**config.mk**
```make
export PLATFORM = sky130hd
export DESIGN_NAME = dmem_arbiter
export DESIGN_NICKNAME = d
export VERILOG_FILES = /design/src/rtl/dmem_arb_pkg.sv /design/src/rtl/arb_sat_counter.sv /design/src/rtl/dmem_arbiter.sv
export SDC_FILE = /design/constraint.sdc
export NUM_CORES = 1
export LEC_CHECK = 0
export CORE_AREA = 3 3 117 119
export CTS_BUF_LIST = sky130_fd_sc_hd__clkbuf_8
export DETAILED_ROUTE_END_ITERATION = 16
export DIE_AREA = 0 0 120 122
export PLACE_DENSITY = 0.67
export SKIP_LAST_GASP = 1
export SLEW_MARGIN = 20
export SYNTH_ARGS = -nofsm -noshare
export SYNTH_HDL_FRONTEND = slang
export SYNTH_HIERARCHICAL = 1
export SYNTH_SLANG_ARGS = --single-unit
```
**constraint.sdc**
```tcl
create_clock -name clock -period 2.45 [get_ports clock]
set_input_delay 0.735 -clock clock [delete_from_list [all_inputs] [get_ports clock]]
set_output_delay 0.735 -clock clock [all_outputs]
set_load 0.1 [all_outputs]
```
**src/rtl/dmem_arb_pkg.sv**
```systemverilog
// Shared types and defaults for the data-memory arbiter between the CPU MEM stage
// and an external master.
package dmem_arb_pkg;

  typedef enum logic [1:0] {
    IDLE      = 2'd0,
    EXT_BURST = 2'd1,
    CPU_RSV   = 2'd2
  } arb_state_e;

  localparam int DEF_AW = 32;
  localparam int DEF_DW = 32;

endpackage

```
**src/rtl/arb_sat_counter.sv**
```systemverilog
// Saturating up-counter with clear; clear and increment together load 1 so a
// first event can be counted in the same cycle that restarts the count.
module arb_sat_counter #(
  parameter int MAXV = 8,
  parameter int W    = $clog2(MAXV + 1)
) (
  input  logic         clk_i,
  input  logic         rst_ni,
  input  logic         clr_i,
  input  logic         inc_i,
  output logic [W-1:0] cnt_o
);

  localparam logic [W-1:0] TOP = W'(MAXV);

  logic [W-1:0] cnt_q, cnt_d;

  always_comb begin
    cnt_d = cnt_q;
    if (clr_i) begin
      cnt_d = inc_i ? W'(1) : '0;
    end else if (inc_i && (cnt_q != TOP)) begin
      cnt_d = cnt_q + W'(1);
    end
  end

  always_ff @(posedge clk_i or negedge rst_ni) begin
    if (!rst_ni) begin
      cnt_q <= '0;
    end else begin
      cnt_q <= cnt_d;
    end
  end

  assign cnt_o = cnt_q;

endmodule

```
**src/rtl/dmem_arbiter.sv**
```systemverilog
// Single-port data memory arbiter: CPU has priority, the external master gets idle
// cycles, a forced slot after MAX_WAIT stalled cycles, and bounded locked bursts.
module dmem_arbiter
  import dmem_arb_pkg::*;
#(
  parameter int AW        = DEF_AW,
  parameter int DW        = DEF_DW,
  parameter int MAX_WAIT  = 8,
  parameter int MAX_BURST = 4
) (
  input  logic          clock,
  input  logic          reset,
  input  logic          cpu_re,
  input  logic          cpu_we,
  input  logic [AW-1:0] cpu_addr,
  input  logic [DW-1:0] cpu_wdata,
  output logic [DW-1:0] cpu_rdata,
  output logic          cpu_stall,
  input  logic          ext_req,
  input  logic          ext_we,
  input  logic          ext_lock,
  input  logic [AW-1:0] ext_addr,
  input  logic [DW-1:0] ext_wdata,
  output logic          ext_gnt,
  output logic [DW-1:0] ext_rdata,
  output logic          ext_rvalid,
  output logic          mem_re,
  output logic          mem_we,
  output logic [AW-1:0] mem_addr,
  output logic [DW-1:0] mem_wdata,
  input  logic [DW-1:0] mem_dout
);

  localparam int WW = $clog2(MAX_WAIT + 1);
  localparam int BW = $clog2(MAX_BURST + 1);
  localparam logic [WW-1:0] WAIT_TOP   = WW'(MAX_WAIT);
  localparam logic [BW-1:0] BURST_LAST = BW'(MAX_BURST - 1);

  arb_state_e    state_q;
  logic          ext_rvalid_q;
  logic [DW-1:0] ext_rdata_q;

  logic          cpu_act;
  logic          gnt;
  logic [WW-1:0] wait_cnt;
  logic [BW-1:0] burst_cnt;
  logic          wait_clr, wait_inc;
  logic          burst_clr, burst_inc;

  assign cpu_act = cpu_re | cpu_we;

  always_comb begin
    gnt = 1'b0;
    case (state_q)
      IDLE:      gnt = ext_req & (~cpu_act | (wait_cnt == WAIT_TOP));
      EXT_BURST: gnt = ext_req;
      default:   gnt = 1'b0;
    endcase
  end

  // The reserved CPU cycle neither grants nor ages the external request.
  assign wait_clr  = gnt;
  assign wait_inc  = ext_req & ~gnt & (state_q != CPU_RSV);
  assign burst_clr = (state_q != EXT_BURST);
  assign burst_inc = gnt & (((state_q == IDLE) & ext_lock) | (state_q == EXT_BURST));

  arb_sat_counter #(.MAXV(MAX_WAIT), .W(WW)) u_wait_cnt (
    .clk_i  (clock),
    .rst_ni (reset),
    .clr_i  (wait_clr),
    .inc_i  (wait_inc),
    .cnt_o  (wait_cnt)
  );

  arb_sat_counter #(.MAXV(MAX_BURST), .W(BW)) u_burst_cnt (
    .clk_i  (clock),
    .rst_ni (reset),
    .clr_i  (burst_clr),
    .inc_i  (burst_inc),
    .cnt_o  (burst_cnt)
  );

  always_ff @(posedge clock or negedge reset) begin
    if (!reset) begin
      state_q      <= IDLE;
      ext_rvalid_q <= 1'b0;
      ext_rdata_q  <= '0;
    end else begin
      ext_rvalid_q <= gnt & ~ext_we;
      if (gnt && !ext_we) begin
        ext_rdata_q <= mem_dout;
      end
      case (state_q)
        IDLE: begin
          if (gnt && ext_lock) begin
            state_q <= (MAX_BURST == 1) ? CPU_RSV : EXT_BURST;
          end
        end
        EXT_BURST: begin
          // burst_cnt still holds the count before this cycle's grant.
          if (!ext_req || !ext_lock) begin
            state_q <= IDLE;
          end else if (burst_cnt == BURST_LAST) begin
            state_q <= CPU_RSV;
          end
        end
        CPU_RSV: state_q <= IDLE;
        default: state_q <= IDLE;
      endcase
    end
  end

  always_comb begin
    mem_re    = 1'b0;
    mem_we    = 1'b0;
    mem_addr  = '0;
    mem_wdata = '0;
    if (gnt) begin
      mem_re    = ~ext_we;
      mem_we    = ext_we;
      mem_addr  = ext_addr;
      mem_wdata = ext_wdata;
    end else if (cpu_act) begin
      mem_re    = cpu_re & ~cpu_we;
      mem_we    = cpu_we;
      mem_addr  = cpu_addr;
      mem_wdata = cpu_wdata;
    end
  end

  assign ext_gnt    = gnt;
  assign cpu_stall  = cpu_act & gnt;
  assign cpu_rdata  = mem_dout;
  assign ext_rvalid = ext_rvalid_q;
  assign ext_rdata  = ext_rdata_q;

endmodule
```
# Yosys cells after proc, flatten, opt, wreduce, memory -nomap -nowiden
# Cells that the tools add are included.
[op_classes]
add_sub_neg = 2
n_eq_ne = 9
mux = 19
bitwise = 15
n_reduce_logical = 12
[op_table]
columns = ["operator", "count"]
rows = [
  ["32-bit two-way mux", 4],
  ["1-bit AND", 8],
  ["4-bit two-way mux", 2],
  ["1-bit two-way mux", 6],
  ["2-bit two-way mux", 3],
  ["3-bit two-way mux", 2],
  ["4-bit by 1-bit adder with 4-bit output, second input constant", 1],
  ["4-bit equality test, second input constant", 1],
  ["1-bit logical AND", 4],
  ["2-bit by 1-bit inequality test with 1-bit output, second input constant", 2],
  ["4-bit inequality test, second input constant", 1],
  ["1-bit NOT", 4],
  ["2-bit case mux with 2 select lines", 1],
  ["2-bit nonzero test", 2],
  ["3-bit by 1-bit adder with 3-bit output, second input constant", 1],
  ["3-bit by 2-bit equality test with 1-bit output, second input constant", 1],
  ["1-bit zero test", 3],
  ["3-bit by 1-bit inequality test with 1-bit output, second input constant", 1],
  ["3-bit inequality test, second input constant", 1],
  ["1-bit bitwise OR", 3],
  ["2-bit by 1-bit equality test with 1-bit output, second input constant", 1],
  ["2-bit zero test", 1],
  ["2-bit inequality test, second input constant", 1],
  ["1-bit case mux with 2 select lines", 1],
  ["2 further kinds", 2],
]
[totals]
reg_bits = 42
out_inout_bits = 133
elab_cells = 62

# Depth between registers and ports, before layout
# Gate-level depths: netlist of run 1.
[depth]
ltp_word = 11
depth_mapped = 7
ltp_nobuf = 6

# By module
# The synthesis of run 1 kept the hierarchy.
[modules_own_cells]
columns = ["module", "n_inst", "cells_each", "area_each_um2"]
rows = [
  ["dmem_arbiter", 1, 213, 2444.8],
  ["arb_sat_counter (u_wait_cnt)", 1, 22, 229.0],
  ["arb_sat_counter (u_burst_cnt)", 1, 17, 178.9],
]

# Worst setup path after synthesis of run 1
# No wires, ideal clock.
[synth_path]
path_type = "input -> output"
start = "input cpu_we"
end = "output cpu_stall"
t_arrival_ns = 2.813
path_slack_ns = -1.098
path_stages = 4
n_path_buf = 2
path_cell_list = "or2_2 -> clkbuf_1 -> clkbuf_1 -> nor2b_1"
[synth_via]
elab_chain_len = 6
[synth_lines]
columns = ["element", "line_no", "rtl"]
rows = [
  ["start: declaration", "dmem_arbiter.sv:14", "input logic cpu_we,"],
  ["1-bit bitwise OR *", "dmem_arbiter.sv:50", "assign cpu_act = cpu_re | cpu_we;"],
  ["1-bit NOT", "dmem_arbiter.sv:55", "IDLE: gnt = ext_req & (~cpu_act | (wait_cnt == WAIT_TOP));"],
  ["1-bit bitwise OR", "dmem_arbiter.sv:55", ""],
  ["1-bit AND", "dmem_arbiter.sv:55", ""],
  ["1-bit case mux with 2 select lines", "dmem_arbiter.sv:54", "case (state_q)"],
  ["1-bit AND *", "dmem_arbiter.sv:132", "assign cpu_stall = cpu_act & gnt;"],
  ["end: declaration", "dmem_arbiter.sv:18", "output logic cpu_stall,"],
]
# Mark *: on every way between the ends. The rest lies on a longest branch, timed or not.

# Worst setup path after layout of run 1
[layout_path]
start = "register u_wait_cnt.cnt_q[0], in the netlist u_wait_cnt/cnt_o[0]"
end = "output mem_addr[9]"
[layout_via]
elab_chain_len = 5
[layout_lines]
columns = ["element", "line_no", "rtl"]
rows = [
  ["start: declaration", "arb_sat_counter.sv:16", "logic [W-1:0] cnt_q, cnt_d;"],
  ["start signal: assignment", "arb_sat_counter.sv:31", "cnt_q <= cnt_d;"],
  ["4-bit equality test", "dmem_arbiter.sv:55", ""],
  ["1-bit bitwise OR", "dmem_arbiter.sv:55", ""],
  ["1-bit AND", "dmem_arbiter.sv:55", ""],
  ["1-bit case mux with 2 select lines", "dmem_arbiter.sv:54", ""],
  ["32-bit two-way mux", "dmem_arbiter.sv:118", "if (gnt) begin"],
  ["end: declaration", "dmem_arbiter.sv:29", "output logic [AW-1:0] mem_addr,"],
]
# No other way between the ends.

==> run_results.csv, run 1 <==
group,metric,value,unit
power_and_ir_drop,total_power,5.833,mW
detailed_routing,drt-pass1-iter-count,4,
detailed_routing,routed_wirelength,15260,µm
floorplanning,die-area,14640,µm²
hold_path,hold_path_class,"in -> async",
floorplanning,floorplan_die_width,120,µm
cts,h_tree_depth,2,
floorplanning,die_height,122,µm
cts,clock-sinks,42,
global_routing,grt_overflow,0,
logic_synthesis,yosys_most_used_dff,"dfrtp_1",
power_and_ir_drop,p_leak,3.350,nW
critical_path,worst-setup-path-type,"reg -> out",
cts,cts-buffers-inserted,5,
logic_synthesis,yosys_warnings,6,
floorplanning,boundaryPins,300,
logic_synthesis,synth.ff_latch_count,42,
detailed_routing,iter_0_drt_violations,137,
placement,detailedPlacementHpwl,12610,µm
global_routing,grt_pass1_wl,22380,µm
power_and_ir_drop,power_density,713.4,nW/µm²
cells_and_area,final_util,64.52,%
cells_and_area,flow.area_growth_from_synthesis,186.6,%
outcome,failed_checks,"setup timing",
timing,finalWorstPathRequiredPeriod,2.995,ns
timing,min_period_over_period,122.3,%
global_routing,number_of_global_route_vias_before_repair,3858,
logic_synthesis,sequential_cell_area_fraction_in_the_yosys_report,36.84,%
timing,worst-slew-pin-transition,0.5149,ns
critical_path,reg2reg_slack,0.27,ns
flow_run,drv_cap,0,
critical_path,critPathArrivalTime,2.26,ns
global_routing,number_of_antenna_violations_at_the_first_check_in_global_routing,0,
global_routing,grt.total_usage,19.58,%
placement,place.gp.congestion,0.8252,
timing,timing.final.setup_violations,68,
global_routing,grt_start_max_net_pins,43,
logic_synthesis,synthesis.nets,423,
placement,number_of_input_and_output_port_buffers_inserted,299,
detailed_routing,drc,0,
logic_synthesis,synth-edff-count,0,
cts,cts-hold-fix-buffers,0,
detailed_routing,route.detailed.wl_per_inst,21.04,µm
detailed_routing,antenna_left,0,
critical_path,timing.critical_path.to_type,"output pin",
global_routing,grt.met1_usage,22.17,%
timing,hold_violations,0,
critical_path,critical_path_required,1.71,ns
global_routing,met2_usage,37.16,%
logic_synthesis,syn_inst,252,
global_routing,grt_busiest_layer,"met2",
cts,ctsLongestPathBuffers,2,
detailed_routing,vias_after_detailed_routing,3405,
timing,setup_repair_after_global_routing_missed_its_margin,"yes",
cells_and_area,final_net_count,723,
cts,clk_latency,0.28,ns
timing,timing.clock.skew,0.01029,ns
logic_synthesis,synth.avg_cell_area,11.32,µm²
cts,cts_root_buf,"clkbuf_8",
outcome,status,"complete, but fails checks",
logic_synthesis,synth_async_sr_flop_share,100.0,%
floorplanning,initial_core_util,22.51,%
critical_path,timing.critical_path.fanout_max,7,
power_and_ir_drop,max-vdd-ir-drop,0.3173,mV
timing,fmax,0.3339,GHz
critical_path,r2r_start,"u_wait_cnt/cnt_o[0]",
cells_and_area,drive_gt1_share,54.97,%
timing,timing.final.ws_setup,-0.5452,ns
logic_synthesis,synth.cell_area,2853,µm²
cells_and_area,final.fill_count,954,
global_routing,globalRouteMet3Util,5.571,%
logic_synthesis,synth_cell_type_count,44,
timing,finalMaxSlewViolations,0,
critical_path,start_kind,"flop",
floorplanning,core-area,12670,µm²
critical_path,worst_r2r_path_depth,8,
detailed_routing,vias_per_cell,4.697,
timing,max-slew-margin-rel,65.67,%
cts,cts_tree,"built",
critical_path,rr_endpoint,"u_burst_cnt/cnt_o[1]",
floorplanning,row_count,41,
cts,cts.reportedPaths.clkPinSlew,0.08,ns
cells_and_area,antenna_cells,0,
## state kept, by name (all words and copies together) (netlist names)
signal             cells
ext_rvalid             1
state_q                2
u_burst_cnt/cnt_o      3
u_wait_cnt/cnt_o       4
ext_rdata             32
## power by group
group	internal, mW	leakage, nW	total (mW)	switching, mW
Combinational	1.54	2.79	4.43	2.89
Clock	0.200	0.0483	0.433	0.232
Sequential	0.873	0.515	0.970	0.0975
## worst max-delay path, stage by stage (launching register included)
cell and delay [ns]:
dfrtp_1 0.39, or4b_4 0.56, a31oi_4 0.22, buf_12 0.13, buf_12 0.11, buf_12 0.11, buf_12 0.12, a32o_4 0.15
buf_12 0.17
## routing by layer
layer,vias to the layer above,share of wire (%),wire (µm)
met3,8,7.5,1151
li1,1591,-,-
met5,-,0,0
met1,1657,36,5518
met2,149,56,8477
met4,0,0.72,110
## per-stage QoR
stage | cells | cell area, µm² | setup TNS, ns | hold WS [ns] | setup slack, ns
after floorplan | 252 | 3680 | -9.102 | 0.4394 | -0.1611
final | 725 | 8175 | -33.15 | 0.4992 | -0.5452
after global placement | 700 | 7736 | -39.60 | 0.4910 | -0.6038
after CTS | 722 | 8132 | -33.84 | 0.5134 | -0.5566
after global routing | 725 | 8175 | -37.69 | 0.5252 | -0.6119
after detailed placement | 700 | 7736 | -40.28 | 0.4949 | -0.6323
## kinds of logic after synthesis
group | synth area share, %
simple gates | 6.579
flops | 36.84
compound gates | 27.68
mux | 12.98
fa+ha+maj | 1.754
xor+xnor | 0.3071
buf+inv | 13.86
## cell type report
type	count	area [µm²]	area share, %
sequential	42	1051	12.86
clock inverter	3	18.77	0.2296
timing repair buffer	349	4592	56.17
clock buffer	5	68.82	0.8418
inverter	7	26.28	0.3214
tap	172	215.2	2.632
multi-input combinational	147	2203	26.95
## worst max path at each step
stage / cells after the start / end / from
CTS: 8 / mem_addr[4] / u_wait_cnt/cnt_o[0]
floorplan: 5 / mem_addr[0] / u_wait_cnt/cnt_o[1]
global placement: 7 / mem_wdata[16] / cpu_we
finish: 8 / mem_addr[9] / u_wait_cnt/cnt_o[0]
global route: 8 / mem_addr[9] / u_wait_cnt/cnt_o[0]
detailed placement: 7 / mem_wdata[8] / cpu_we
## synth_stat cells, drive strengths merged, types with 2 or more instances
cell | number | area share (%)
a31oi | 2 | 0.97
inv | 7 | 0.92
ha | 4 | 1.8
o31ai | 3 | 0.96
buf | 46 | 12
nor2b | 2 | 0.44
mux2 | 32 | 13
and4b | 2 | 0.75
a32o | 64 | 22
o21ai | 3 | 0.53
and2 | 2 | 0.57
nand2 | 4 | 0.53
and3 | 2 | 0.44
nor2 | 2 | 0.26
clkbuf | 10 | 1.3
nand2b | 3 | 0.66
a21oi | 2 | 0.35
dfrtp | 42 | 37
## layout by cell type (no fill, tap or decap), types with 2 or more instances in the layout
cell type and instances:
clkbuf_8 5, dlygate4sd2_1 3, clkinv_2 2, o21ai_4 2, buf_6 5, and3_1 2
a32o_4 64, nand2_1 4, clkdlybuf4s50_1 162, buf_12 112, o31ai_1 2, buf_4 58
a21oi_1 2, mux2_2 32, inv_1 7, nor2_1 2, ha_1 4, buf_16 6
dfrtp_1 42, nand2b_1 3
## what timing repair did
item | 4_1_cts | 5_1_grt
cloned | 6 | 0
pin swaps | 25 | 8
buffers inserted | 11 | 4
setup endpoints to repair | 68 | 68
gates resized for setup | 19 | 7
(Power assumes the default switching activity.)
==> run 2, diff against run 1 <==
--- a/config.mk
+++ b/config.mk
@@ -5,11 +5,11 @@
 export SDC_FILE = /design/constraint.sdc
 export NUM_CORES = 1
 export LEC_CHECK = 0
-export CORE_AREA = 3 3 117 119
+export CORE_AREA = 4 4 115 117
 export CTS_BUF_LIST = sky130_fd_sc_hd__clkbuf_8
 export DETAILED_ROUTE_END_ITERATION = 16
-export DIE_AREA = 0 0 120 122
-export PLACE_DENSITY = 0.67
+export DIE_AREA = 0 0 119 121
+export PLACE_DENSITY = 0.7
 export SKIP_LAST_GASP = 1
 export SLEW_MARGIN = 20
 export SYNTH_ARGS = -nofsm -noshare
==> run 2 against run 1 <==
Net effect: the run still ends with setup timing left; final area increased by 3.2%; utilization increased by 3.7 points; first-iteration DRC count decreased by 12%; clock power increased by 25%; cell count increased by 1.1%; clock skew decreased by 0.0069 ns; register-to-register slack got worse by 0.29 ns; die area decreased by 1.6%; maximum frequency about the same; largest cell class unchanged; largest power group unchanged; highest routed layer unchanged.
==> run_results.csv, run 2 (synthesized netlist as in run 1, its figures left out) <==
group,metric,value,unit
global_routing,grt_pass1_wl,23570,µm
floorplanning,die-area,14400,µm²
detailed_routing,iter_0_drt_violations,121,
cells_and_area,final_net_count,732,
flow_run,drv_cap,0,
cells_and_area,final_common_cell,"clkdlybuf4s50_1",
timing,min_period_over_period,122.2,%
cells_and_area,final_cells,733,
detailed_routing,vias_after_detailed_routing,3504,
cells_and_area,largest_register_ffs,32,
cells_and_area,flip_flop_and_latch_area,1051,µm²
timing,hold_violations,0,
detailed_routing,routed_wirelength,15770,µm
floorplanning,core-area,12360,µm²
global_routing,number_of_global_route_vias_before_repair,4024,
cells_and_area,final.fill_count,838,
cts,cts_tree,"built",
cts,clock-sinks,42,
timing,timing.clock.skew,0.003359,ns
cts,clk_latency,0.28,ns
timing,max-slew-margin-rel,63.35,%
timing,whs,0.5056,ns
cts,h_tree_depth,2,
critical_path,critical_path_required,1.71,ns
placement,number_of_input_and_output_port_buffers_inserted,299,
floorplanning,floorplan_die_width,119,µm
floorplanning,boundaryPins,300,
timing,finalMaxSlewViolations,0,
placement,place.gp.congestion,0.8323,
cts,cts-buffers-inserted,5,
cells_and_area,final_cell_mix,"clkdlybuf4s50_1, buf_12, a32o_4, buf_4, dfrtp_1",
detailed_routing,vias_per_cell,4.780,
cts,cts.reportedPaths.clkPinSlew,0.07,ns
floorplanning,initial_core_util,23.07,%
cts,cts_root_buf,"clkbuf_8",
placement,dpl_worst_slack,-0.6427,ns
outcome,failed_checks,"setup timing",
global_routing,grt_overflow,0,
power_and_ir_drop,p_leak,3.487,nW
cells_and_area,flow.area_growth_from_synthesis,195.8,%
cells_and_area,antenna_cells,0,
critical_path,timing.critical_path.to_type,"output pin",
timing,fmax,0.3340,GHz
detailed_routing,drt-pass1-iter-count,4,
cts,ctsLongestPathBuffers,2,
hold_path,hold_path_class,"in -> async",
global_routing,grt_start_max_net_pins,43,
cells_and_area,final_util,68.25,%
cells_and_area,multi_input_area,2236,µm²
detailed_routing,drc,0,
outcome,status,"complete, but fails checks",
detailed_routing,antenna_left,0,
critical_path,worst-setup-path-type,"reg -> out",
cells_and_area,drive_gt1_share,56.51,%
timing,timing.final.ws_setup,-0.5441,ns
placement,placed_cells,695,
critical_path,start_kind,"flop",
placement,detailedPlacementHpwl,11980,µm
timing,setup_repair_after_global_routing_missed_its_margin,"yes",
critical_path,timing.critical_path.fanout_max,10,
power_and_ir_drop,max-vdd-ir-drop,0.3547,mV
floorplanning,die_height,121,µm
detailed_routing,route.detailed.wl_per_inst,21.52,µm
floorplanning,row_count,41,
timing,worst-slew-pin-transition,0.5477,ns
global_routing,grt.total_usage,20.88,%
global_routing,number_of_antenna_violations_at_the_first_check_in_global_routing,0,
power_and_ir_drop,power_density,709.1,nW/µm²
timing,timing.final.setup_violations,69,
critical_path,critPathArrivalTime,2.26,ns
timing,finalWorstPathRequiredPeriod,2.994,ns
## run 2: changes by cell type in the layout (fill, tap and decap cells not counted), moves of 2 or more
cell and change:
dlygate4sd2_1 -2, buf_12 +2, buf_4 +2, clkinv_2 -2, buf_16 +4
## run 2: cell type report
class,instances,share of cell area (%)
well taps,172,2.550
multi-input cells,147,26.50
clock buffers,6,0.9786
clock inverters,1,0.3559
flip-flops and latches,42,12.46
inverters,7,0.3114
repair buffers,358,56.85
## run 2: path summary, 6_finish.rpt
path                                          start                    to  slack [ns]  depth (start not counted)
worst min-delay path                          reset          ext_rdata[4]        0.51                          2
worst min register to register         ext_rdata[2]          ext_rdata[2]        0.51                          1
min in group clock                     ext_rdata[2]          ext_rdata[2]        0.51                          1
worst max-delay path            u_wait_cnt/cnt_o[2]         mem_wdata[26]       -0.54                          7
max in group asynchronous                     reset            ext_rvalid        1.58                          2
worst max register to register  u_wait_cnt/cnt_o[2]  u_burst_cnt/cnt_o[1]       -0.02                         10
## run 2: per-layer routing
layer / global-route usage, % / vias to the layer above / wire length (µm)
li1: - / 1604 / -
met1: 23.58 / 1718 / 5638
met2: 40.02 / 166 / 8775
met3: 5.361 / 16 / 1158
met4: 3.114 / 0 / 200
met5: 0 / - / 0
## run 2: what timing repair did
item,in CTS,in global routing
cloned,10,1
resized for setup,25,20
hold buffers,0,0
pin swaps,19,15
setup buffers,20,6
setup endpoints to repair,70,73
## run 2: worst max-delay path: stages, from the launching register on
cell and delay [ns]:
dfrtp_1 0.38, or4b_4 0.58, a31oi_4 0.26, buf_12 0.14, buf_12 0.13, buf_16 0.15, a32o_4 0.15, buf_12 0.17
## run 2: metrics by stage
| step | area (µm²) | setup TNS (ns) | power, mW |
|---|---|---|---|
| 6_report | 8438 | -33.25 | 5.983 |
| 5_1_grt | 8438 | -36.37 | 6.164 |
| 4_1_cts | 8328 | -33.17 | 5.994 |
| 3_5_place_dp | 7691 | -42.21 | 5.285 |
| 3_3_place_gp | 7691 | -42.17 | 5.239 |
| 2_1_floorplan | 3680 | -9.102 | 3.903 |
## run 2: power by group
part           total, mW  internal, mW  switching (mW)
sequential         0.963         0.873          0.0902
clock              0.541         0.326           0.215
combinational       4.48          1.57            2.91
total               5.98          2.77            3.21
